## src/rtl/collision_pkg.sv

```systemverilog
// Shared definitions for the smiley collision path: edge bit positions, FSM state type and
// default object geometry.
package collision_pkg;

  // Bit positions inside the 4-bit {Left, Top, Right, Bottom} edge code.
  localparam int unsigned LEFT   = 3;
  localparam int unsigned TOP    = 2;
  localparam int unsigned RIGHT  = 1;
  localparam int unsigned BOTTOM = 0;

  localparam int unsigned DefaultObjectWidth  = 32;
  localparam int unsigned DefaultObjectHeight = 32;

  typedef enum logic [1:0] {
    IDLE,
    SCAN,
    HOLDOFF
  } hit_state_t;

endpackage

```

## src/rtl/smiley_hit_detector_if.sv

```systemverilog
// Pixel-stream and collision-report bundle between the VGA object blocks, the hit detector
// and the smiley motion block.
interface smiley_hit_detector_if;

  logic               startOfFrame;
  logic signed [10:0] offsetX;
  logic signed [10:0] offsetY;
  logic               smileyDrawingRequest;
  logic               brickDrawingRequest;
  logic               collision;
  logic [3:0]         HitEdgeCode;

  modport master (
    output startOfFrame,
    output offsetX,
    output offsetY,
    output smileyDrawingRequest,
    output brickDrawingRequest,
    input  collision,
    input  HitEdgeCode
  );

  modport slave (
    input  startOfFrame,
    input  offsetX,
    input  offsetY,
    input  smileyDrawingRequest,
    input  brickDrawingRequest,
    output collision,
    output HitEdgeCode
  );

endinterface

```

## src/rtl/edge_zone_classifier.sv

```systemverilog
// Maps a pixel offset relative to the smiley's top-left corner onto the edge zones it touches.
// Pixels outside the smiley bounding box yield a zero code and a cleared in-range flag.
module edge_zone_classifier
  import collision_pkg::*;
#(
  parameter int unsigned OBJECT_WIDTH  = DefaultObjectWidth,
  parameter int unsigned OBJECT_HEIGHT = DefaultObjectHeight,
  parameter int unsigned EDGE_WIDTH    = 4
) (
  input  logic signed [10:0] offset_x_i,
  input  logic signed [10:0] offset_y_i,
  output logic [3:0]         code_o,
  output logic               in_range_o
);

  localparam logic signed [10:0] Width     = 11'(OBJECT_WIDTH);
  localparam logic signed [10:0] Height    = 11'(OBJECT_HEIGHT);
  localparam logic signed [10:0] EdgeW     = 11'(EDGE_WIDTH);
  localparam logic signed [10:0] RightLim  = 11'(OBJECT_WIDTH - EDGE_WIDTH);
  localparam logic signed [10:0] BottomLim = 11'(OBJECT_HEIGHT - EDGE_WIDTH);

  logic [3:0] raw_code;

  always_comb begin
    in_range_o = !offset_x_i[10] && !offset_y_i[10] &&
                 (offset_x_i < Width) && (offset_y_i < Height);

    raw_code         = '0;
    raw_code[LEFT]   = offset_x_i < EdgeW;
    raw_code[TOP]    = offset_y_i < EdgeW;
    raw_code[RIGHT]  = offset_x_i >= RightLim;
    raw_code[BOTTOM] = offset_y_i >= BottomLim;

    code_o = in_range_o ? raw_code : 4'b0000;
  end

endmodule

```

## src/rtl/smiley_hit_detector.sv

```systemverilog
// Accumulates smiley/brick overlap edge codes over a frame and reports them as a one-cycle
// collision pulse with a held edge code at the next start of frame, with optional hold-off.
module smiley_hit_detector
  import collision_pkg::*;
#(
  parameter int unsigned OBJECT_WIDTH   = DefaultObjectWidth,
  parameter int unsigned OBJECT_HEIGHT  = DefaultObjectHeight,
  parameter int unsigned EDGE_WIDTH     = 4,
  parameter int unsigned HOLDOFF_FRAMES = 2
) (
  input logic                 clk,
  input logic                 resetN,
  smiley_hit_detector_if.slave bus
);

  localparam int unsigned CntW = (HOLDOFF_FRAMES > 0) ? $clog2(HOLDOFF_FRAMES + 1) : 1;
  localparam logic [CntW-1:0] CntLoad = CntW'(HOLDOFF_FRAMES);
  localparam logic [CntW-1:0] CntOne  = CntW'(1);

  hit_state_t      state_q, state_d;
  logic [3:0]      acc_q, acc_d;
  logic [CntW-1:0] cnt_q, cnt_d;
  logic            collision_q, collision_d;
  logic [3:0]      code_q, code_d;

  logic [3:0] zone_code;
  logic       in_range;
  logic [3:0] pix_code;
  logic [3:0] final_acc;

  edge_zone_classifier #(
    .OBJECT_WIDTH  (OBJECT_WIDTH),
    .OBJECT_HEIGHT (OBJECT_HEIGHT),
    .EDGE_WIDTH    (EDGE_WIDTH)
  ) u_classifier (
    .offset_x_i (bus.offsetX),
    .offset_y_i (bus.offsetY),
    .code_o     (zone_code),
    .in_range_o (in_range)
  );

  always_comb begin
    pix_code  = (bus.smileyDrawingRequest && bus.brickDrawingRequest && in_range) ?
                zone_code : 4'b0000;
    // The pixel sampled alongside startOfFrame still belongs to the ending frame.
    final_acc = acc_q | pix_code;
  end

  always_comb begin
    state_d     = state_q;
    acc_d       = final_acc;
    cnt_d       = cnt_q;
    collision_d = 1'b0;
    code_d      = code_q;

    unique case (state_q)
      IDLE: begin
        acc_d = 4'b0000;
        if (bus.startOfFrame) begin
          state_d = SCAN;
        end
      end
      SCAN: begin
        if (bus.startOfFrame) begin
          acc_d = 4'b0000;
          if (final_acc != 4'b0000) begin
            collision_d = 1'b1;
            code_d      = final_acc;
            if (HOLDOFF_FRAMES != 0) begin
              state_d = HOLDOFF;
              cnt_d   = CntLoad;
            end
          end
        end
      end
      HOLDOFF: begin
        if (bus.startOfFrame) begin
          acc_d = 4'b0000;
          cnt_d = cnt_q - CntOne;
          if (cnt_q == CntOne) begin
            state_d = SCAN;
          end
        end
      end
      default: begin
        state_d = IDLE;
        acc_d   = 4'b0000;
      end
    endcase
  end

  always_ff @(posedge clk or negedge resetN) begin
    if (!resetN) begin
      state_q     <= IDLE;
      acc_q       <= 4'b0000;
      cnt_q       <= '0;
      collision_q <= 1'b0;
      code_q      <= 4'b0000;
    end else begin
      state_q     <= state_d;
      acc_q       <= acc_d;
      cnt_q       <= cnt_d;
      collision_q <= collision_d;
      code_q      <= code_d;
    end
  end

  assign bus.collision   = collision_q;
  assign bus.HitEdgeCode = code_q;

endmodule

```

## src/flat_wrapper.sv

```systemverilog
// flat-port wrapper written by rule: the top's interface ports become plain ports
module smiley_hit_detector_flat import collision_pkg::*;
#(
  parameter int unsigned OBJECT_WIDTH   = DefaultObjectWidth,
  parameter int unsigned OBJECT_HEIGHT  = DefaultObjectHeight,
  parameter int unsigned EDGE_WIDTH     = 4,
  parameter int unsigned HOLDOFF_FRAMES = 2
)
  (clk, resetN, bus_startOfFrame, bus_offsetX, bus_offsetY, bus_smileyDrawingRequest, bus_brickDrawingRequest, bus_collision, bus_HitEdgeCode);
  smiley_hit_detector_if bus_i ();
  input logic clk;
  input logic resetN;
  input wire logic [$bits(bus_i.startOfFrame)-1:0] bus_startOfFrame;
  input wire logic [$bits(bus_i.offsetX)-1:0] bus_offsetX;
  input wire logic [$bits(bus_i.offsetY)-1:0] bus_offsetY;
  input wire logic [$bits(bus_i.smileyDrawingRequest)-1:0] bus_smileyDrawingRequest;
  input wire logic [$bits(bus_i.brickDrawingRequest)-1:0] bus_brickDrawingRequest;
  output wire logic [$bits(bus_i.collision)-1:0] bus_collision;
  output wire logic [$bits(bus_i.HitEdgeCode)-1:0] bus_HitEdgeCode;
  assign bus_i.startOfFrame = bus_startOfFrame;
  assign bus_i.offsetX = bus_offsetX;
  assign bus_i.offsetY = bus_offsetY;
  assign bus_i.smileyDrawingRequest = bus_smileyDrawingRequest;
  assign bus_i.brickDrawingRequest = bus_brickDrawingRequest;
  assign bus_collision = bus_i.collision;
  assign bus_HitEdgeCode = bus_i.HitEdgeCode;
  smiley_hit_detector #(.OBJECT_WIDTH(OBJECT_WIDTH), .OBJECT_HEIGHT(OBJECT_HEIGHT), .EDGE_WIDTH(EDGE_WIDTH), .HOLDOFF_FRAMES(HOLDOFF_FRAMES)) u_core (.clk(clk), .resetN(resetN), .bus(bus_i));
endmodule
```

## config.mk

```make
export PLATFORM = sky130hd
export DESIGN_NAME = smiley_hit_detector_flat
export DESIGN_NICKNAME = d
export VERILOG_FILES = /design/src/rtl/collision_pkg.sv /design/src/rtl/smiley_hit_detector_if.sv /design/src/rtl/edge_zone_classifier.sv /design/src/rtl/smiley_hit_detector.sv /design/src/flat_wrapper.sv
export SDC_FILE = /design/constraint.sdc
export NUM_CORES = 1
export LEC_CHECK = 0
export CORE_MARGIN = 8
export CORE_UTILIZATION = 37
export CTS_CLUSTER_DIAMETER = 200
export DETAILED_ROUTE_END_ITERATION = 8
export PLACE_DENSITY_LB_ADDON = 0.12
export SYNTH_ARGS = -nofsm -noshare
export SYNTH_HDL_FRONTEND = slang
export SYNTH_SLANG_ARGS = --single-unit
```

## constraint.sdc

```tcl
create_clock -name clk -period 1.46 [get_ports clk]
set_input_delay 0.219 -clock clk [delete_from_list [all_inputs] [get_ports clk]]
set_output_delay 0.219 -clock clk [all_outputs]
set_load 0.02 [all_outputs]
```

---- Yosys cells after proc, flatten, opt, wreduce, memory -nomap -nowiden ----
Index checks and enable logic that the tools add are counted.
operators by class
  add/subtract/negate cells ............... 1
  magnitude comparators ................... 6
  equality and inequality tests ........... 8
  mux-type cells .......................... 15
  bitwise logic cells ..................... 1
  reductions and logical operators ........ 14
operator list
  kind                                                   count
  >= comparator 11 x 6 -> 1 bit, second input constant   2
  < comparator 11 x 4 -> 1 bit, second input constant    2
  < comparator 11 x 7 -> 1 bit, second input constant    2
  2-to-1 mux 4 bit                                       4
  2-to-1 mux 2 bit                                       6
  inequality test 2 bit, second input constant           3
  case mux 2 bit (3 select lines)                        1
  logical AND 1 bit                                      5
  AND reduction 5 bit                                    1
  equality test 2 x 1 -> 1 bit, second input constant    2
  inequality test 2 x 1 -> 1 bit, second input constant  2
  bitwise OR 4 bit                                       1
  case mux 2 bit (2 select lines)                        1
  AND reduction 4 bit                                    1
  nonzero test 4 bit                                     1
  2-to-1 mux 1 bit                                       3
  AND reduction 3 bit                                    1
  equality test 2 bit, second input constant             1
  logical NOT 1 bit                                      2
  logical NOT 2 bit                                      1
  nonzero test 2 bit                                     1
  OR reduction 2 bit                                     1
  subtractor 2 x 1 -> 2 bit, second input constant       1
storage, ports and cells
  bits in registers ....................... 13
  bits of input ports ..................... 27
  output and inout port bits .............. 5

---- Logic depth before layout (Yosys ltp) ----
  depth in word-level cells ............... 11
  gate-level depth with buffers ........... 7
  depth with buffers taken out ............ 7

---- By module ----
From an unflattened synthesis, not the netlist that was laid out.
unflattened totals
  cells, all modules ...................... 68
  area total of the unflattened synthesis .. 719.4 um2
modules (own cells, without submodules)
  module                instances  cells each  area an instance (um2)  seq. area each (um2)
  smiley_hit_detector   1          56          633.1                   325.3
  edge_zone_classifier  1          12          86.3                    0.0

---- Least setup slack after synthesis ----
No wires, ideal clock.
  kind .................................... input to register
  start ................................... input bus_offsetY[7]
  end ..................................... register u_core.cnt_q[0]
  arrival time ............................ 1.415 ns
  required time ........................... 1.332 ns
  slack ................................... -0.082 ns
  stages .................................. 5
  cells stage by stage .................... nor4b_2 and4_4 o41ai_2 a31oi_1 mux2_1
on the way
  cells in the longest elaborated chain, start to end .. 8
  elaborated cells on any way between the ends .. 11
ends and longest elaborated chain
  what                                                          line                                                   source
  start: declaration                                            flat_wrapper.sv:15                                     input wire logic [$bits(bus_i.offsetY)-1:0] bus_offsetY;
  < comparator 11 x 7 -> 1 bit                                  edge_zone_classifier.sv:26                             (offset_x_i < Width) && (offset_y_i < Height);
  logical AND 1 bit                                             edge_zone_classifier.sv:26
  2-to-1 mux 4 bit / logical AND 1 bit (equally long branches)  edge_zone_classifier.sv:34, smiley_hit_detector.sv:43
  2-to-1 mux 4 bit *                                            smiley_hit_detector.sv:43                              pix_code = (bus.smileyDrawingRequest && bus.brickDrawingRequest && in_range) ?
  bitwise OR 4 bit *                                            smiley_hit_detector.sv:46                              final_acc = acc_q | pix_code;
  nonzero test 4 bit *                                          smiley_hit_detector.sv:66                              if (final_acc != 4'b0000) begin
  inequality test 2 x 1 -> 1 bit (no line) *                    n/a
  AND reduction 4 bit (no line) *                               n/a
  end signal: assignment                                        smiley_hit_detector.sv:102                             cnt_q <= cnt_d;
  end: declaration                                              smiley_hit_detector.sv:22                              logic [CntW-1:0] cnt_q, cnt_d;
Every way passes the cells marked *; elsewhere a longest branch is shown, timed or not.
A chain may end at the register's enable or synchronous reset.

---- Final worst setup path ----
  start ................................... register u_core.state_q[1]
  end ..................................... register u_core.state_q[1]
on the way
  cells in the longest elaborated chain, start to end .. 3
  elaborated cells on any way between the ends .. 10
ends and longest elaborated chain
  what                                                                                      line                        source
  start: declaration                                                                        smiley_hit_detector.sv:20   hit_state_t state_q, state_d;
  start signal: assignment                                                                  smiley_hit_detector.sv:100  state_q <= state_d;
  equality test 2 bit (tied with other cells)                                               smiley_hit_detector.sv:56   unique case (state_q)
  inequality test 2 x 1 -> 1 bit (no line) / inequality test 2 bit (equally long branches)  n/a
  AND reduction 5 bit (no line)                                                             n/a
Parallel ways exist; a longest one is shown, timed or not.

==> reports/results.txt <==
Outcome: finished, violations left
Failing checks: negative setup slack
Fmax: 659 MHz
Vias in the first global route: 710
Vias per cell: 4.76
Final core area utilization: 69.1%
GR Overflow Total: 0
Final min period: 1.52 ns
Final WL: 2180 um
Crit Path Class: reg2reg
ANT cells: 0
Count of warnings emitted by yosys: 0
Die Y: 61.2 um
CTS H-tree depth: 1
Core area: 1940 sq um
Clock latency on the worst-skew pair: 0.27 ns
Fill cells: 165
Nets: 154
RSZ-0062 raised after global routing: yes
Final std cells w/o fill: 147
Initial Util: 38.9%
Sequential Area: 325 sq um
Global placer's final weighted congestion: 0.752
CP arrival: 1.67 ns
Fin worst setup slack: -0.0573 ns
CP max-delay cell: dfrtp_1
Peak VDD IR: 0.977 mV
DRT antenna net count: 0
Post-place instance area: 1170 sq um
Slowest stage delay, CP: 0.43 ns
DRC violations left: 0
Final Hold Fails: 0
Wire per inst: 14.8 um
Via Count: 700
CTS tree: done
CTS Sinks: 13
Post-synthesis sequential area ratio: 43.1%
Largest net degree at the start of global routing: 14
Clk_skew: 0.00148 ns
Startpoint types: flop
Num CTS Buffers: 3
Mapped Nets: 103
Hold_buf cts: 0
Number of DRC markers after the initial detailed-route iteration: 9
Met3 WL: 293 um
Buffers on Ports: 27
Max-slew violation total from the final report: 0
Area grow syn2layout: 77.8%
Synth cell types: 25
Share of cells above drive strength 1: 38.3%
Slew HR: 75.3%
Tcrit/Tclk final: 104%
Leak: 0.613 nW
Design area: 1340 sq um
Multi-input gate area: 520 sq um
CTS Root Cell: clkbuf_4
First-pass GRT wire length: 3330 um
Synthesized instance count: 70
WL met2: 986 um
Initial antenna violation count: 0
Routed length on met1: 858 um
Synth Cell Area: 754 sq um
Ranking of synthesized cells by area: dfrtp_1, ha_1, mux2i_1, inv_1, nor2_1
Uppermost layer routed: met4
Hold crit path type: in2async
Detailed Routing Iterations Pass 1: 2
Cell row count: 16
HPWL Detailed: 1590 um
Most common cell after layout, fill and taps aside: dlygate4sd2_1
Die ar.: 3740 sq um
CP Capture Type: flop
Critical path peak fanout: 4
CTS Buffer Depth: 2
Worst Tran Pin Value: 0.369 ns
R2r setup slk: -0.06 ns
Total chip power: 1.67 mW
Syn Area/Cell: 10.8 sq um
Gr usage total: 11.9%
Cell Pwr Density: 1240 nW/um^2
Ports: 32
Clock-pin transition on the worst setup and hold timing paths: 0.08 ns
Dpl cells: 138
CP Cell Sequence: buf_6, ha_4, nand2_1, o21ai_2, a31oi_2, mux2_4
Critical path required time: 1.62 ns
Number of synthesized register bits: 13
Max_cap viols: 0
Die width: 61.2 um
Yosys top cell area share: 43.1%
Most frequent cells in the layout: dlygate4sd2_1, buf_4, dfrtp_1
Setup violations, final: 4
Leading area contributor after synthesis: dfrtp_1
kinds of logic after synthesis:
logic type | synth area share [%]
compound gates | 10.4
xor+xnor | 2.32
fa+ha+maj | 9.95
buf+inv | 3.48
flops | 43.1
mux | 10.9
simple gates | 19.7
state kept, by name, summed over array words and instances (netlist names):
| signal | cells |
|---|---|
| u_core.state_q | 2 |
| u_core.cnt_q | 2 |
| u_core.bus.HitEdgeCode | 4 |
| u_core.acc_q | 4 |
| u_core.bus.collision | 1 |
stage by stage:
| stage | setup TNS, ns | setup WS (ns) | hold slack, ns |
|---|---|---|---|
| after floorplan | -0.0829 | -0.0414 | -0.0766 |
| after global placement | -4.11 | -0.486 | 0.498 |
| after detailed placement | -4.54 | -0.524 | 0.498 |
| after CTS | -0.104 | -0.0482 | 0.246 |
| after global routing | -0.701 | -0.127 | 0.277 |
| final | -0.166 | -0.0573 | 0.244 |
synth_stat cells:
| master | n |
|---|---|
| xnor2_1 | 1 |
| nor2b_1 | 2 |
| ha_1 | 6 |
| o21ai_0 | 2 |
| nand2_1 | 4 |
| inv_1 | 7 |
| mux2_1 | 2 |
| dfrtp_1 | 13 |
| and4_4 | 1 |
| a41oi_1 | 1 |
| nor3_1 | 2 |
| nor4_2 | 1 |
| o41ai_2 | 1 |
| nor4b_4 | 1 |
| mux2i_1 | 6 |
| nor4b_2 | 1 |
| nor2_1 | 7 |
| nand3_1 | 2 |
| a21oi_2 | 1 |
| o21bai_1 | 1 |
| nor4_1 | 1 |
| a31oi_1 | 2 |
| xor2_1 | 1 |
| a21oi_1 | 3 |
| nand2b_1 | 1 |
cell type report:
| cell class | instances | share of cell area [%] |
|---|---|---|
| Clock buffer | 3 | 1.68 |
| Clock inverter | 1 | 0.373 |
| Inverter | 7 | 1.96 |
| Multi-Input combinational cell | 50 | 38.8 |
| Sequential cell | 13 | 24.3 |
| Tap cell | 27 | 2.52 |
| Timing Repair Buffer | 46 | 30.4 |
worst max-delay path, delay by kind of cell (launching register included):
kind | cells | cell delay (ns)
adder cells (fa/ha/maj) | 1 | 0.17
buffers and inverters | 1 | 0.14
AO/OA/AOI/OAI | 2 | 0.27
flip-flops | 1 | 0.43
AND/OR/NAND/NOR | 1 | 0.08
multiplexers | 1 | 0.32
what timing repair did:
action / 4_1_cts / 5_1_grt
buffers inserted: 3 / 2
hold endpoints to repair: 0 / 0
endpoints found under the setup margin: 10 / 10
cloned: 0 / 0
pin swaps: 8 / 2
resized for setup: 44 / 12
final timing paths:
kind / startpoint / endpoint / depth (start not counted)
min reg2reg: u_core.acc_q[2]$_DFF_PN0_ / u_core.acc_q[2]$_DFF_PN0_ / 2
min: resetN / u_core.bus.collision$_DFF_PN0_ / 2
max reg2reg: u_core.state_q[1]$_DFFE_PN0P_ / u_core.state_q[1]$_DFFE_PN0P_ / 6
min in group clk: u_core.acc_q[2]$_DFF_PN0_ / u_core.acc_q[2]$_DFF_PN0_ / 2
max in group asynchronous: resetN / u_core.state_q[0]$_DFFE_PN0P_ / 2
max: u_core.state_q[1]$_DFFE_PN0P_ / u_core.state_q[1]$_DFFE_PN0P_ / 6
layer usage:
metal,global-route usage [%],vias to the layer above
li1,-,348
met1,13.1,323
met2,20.4,25
met3,4.59,4
met4,3.99,0
met5,0,-
report_power, final:
part	internal (mW)	leakage (nW)	switching, mW
registers	0.404	0.152	0.0450
logic	0.585	0.443	0.415
clock network	0.101	0.0177	0.117
total	1.09	0.613	0.577
(Power assumes the default switching activity.)
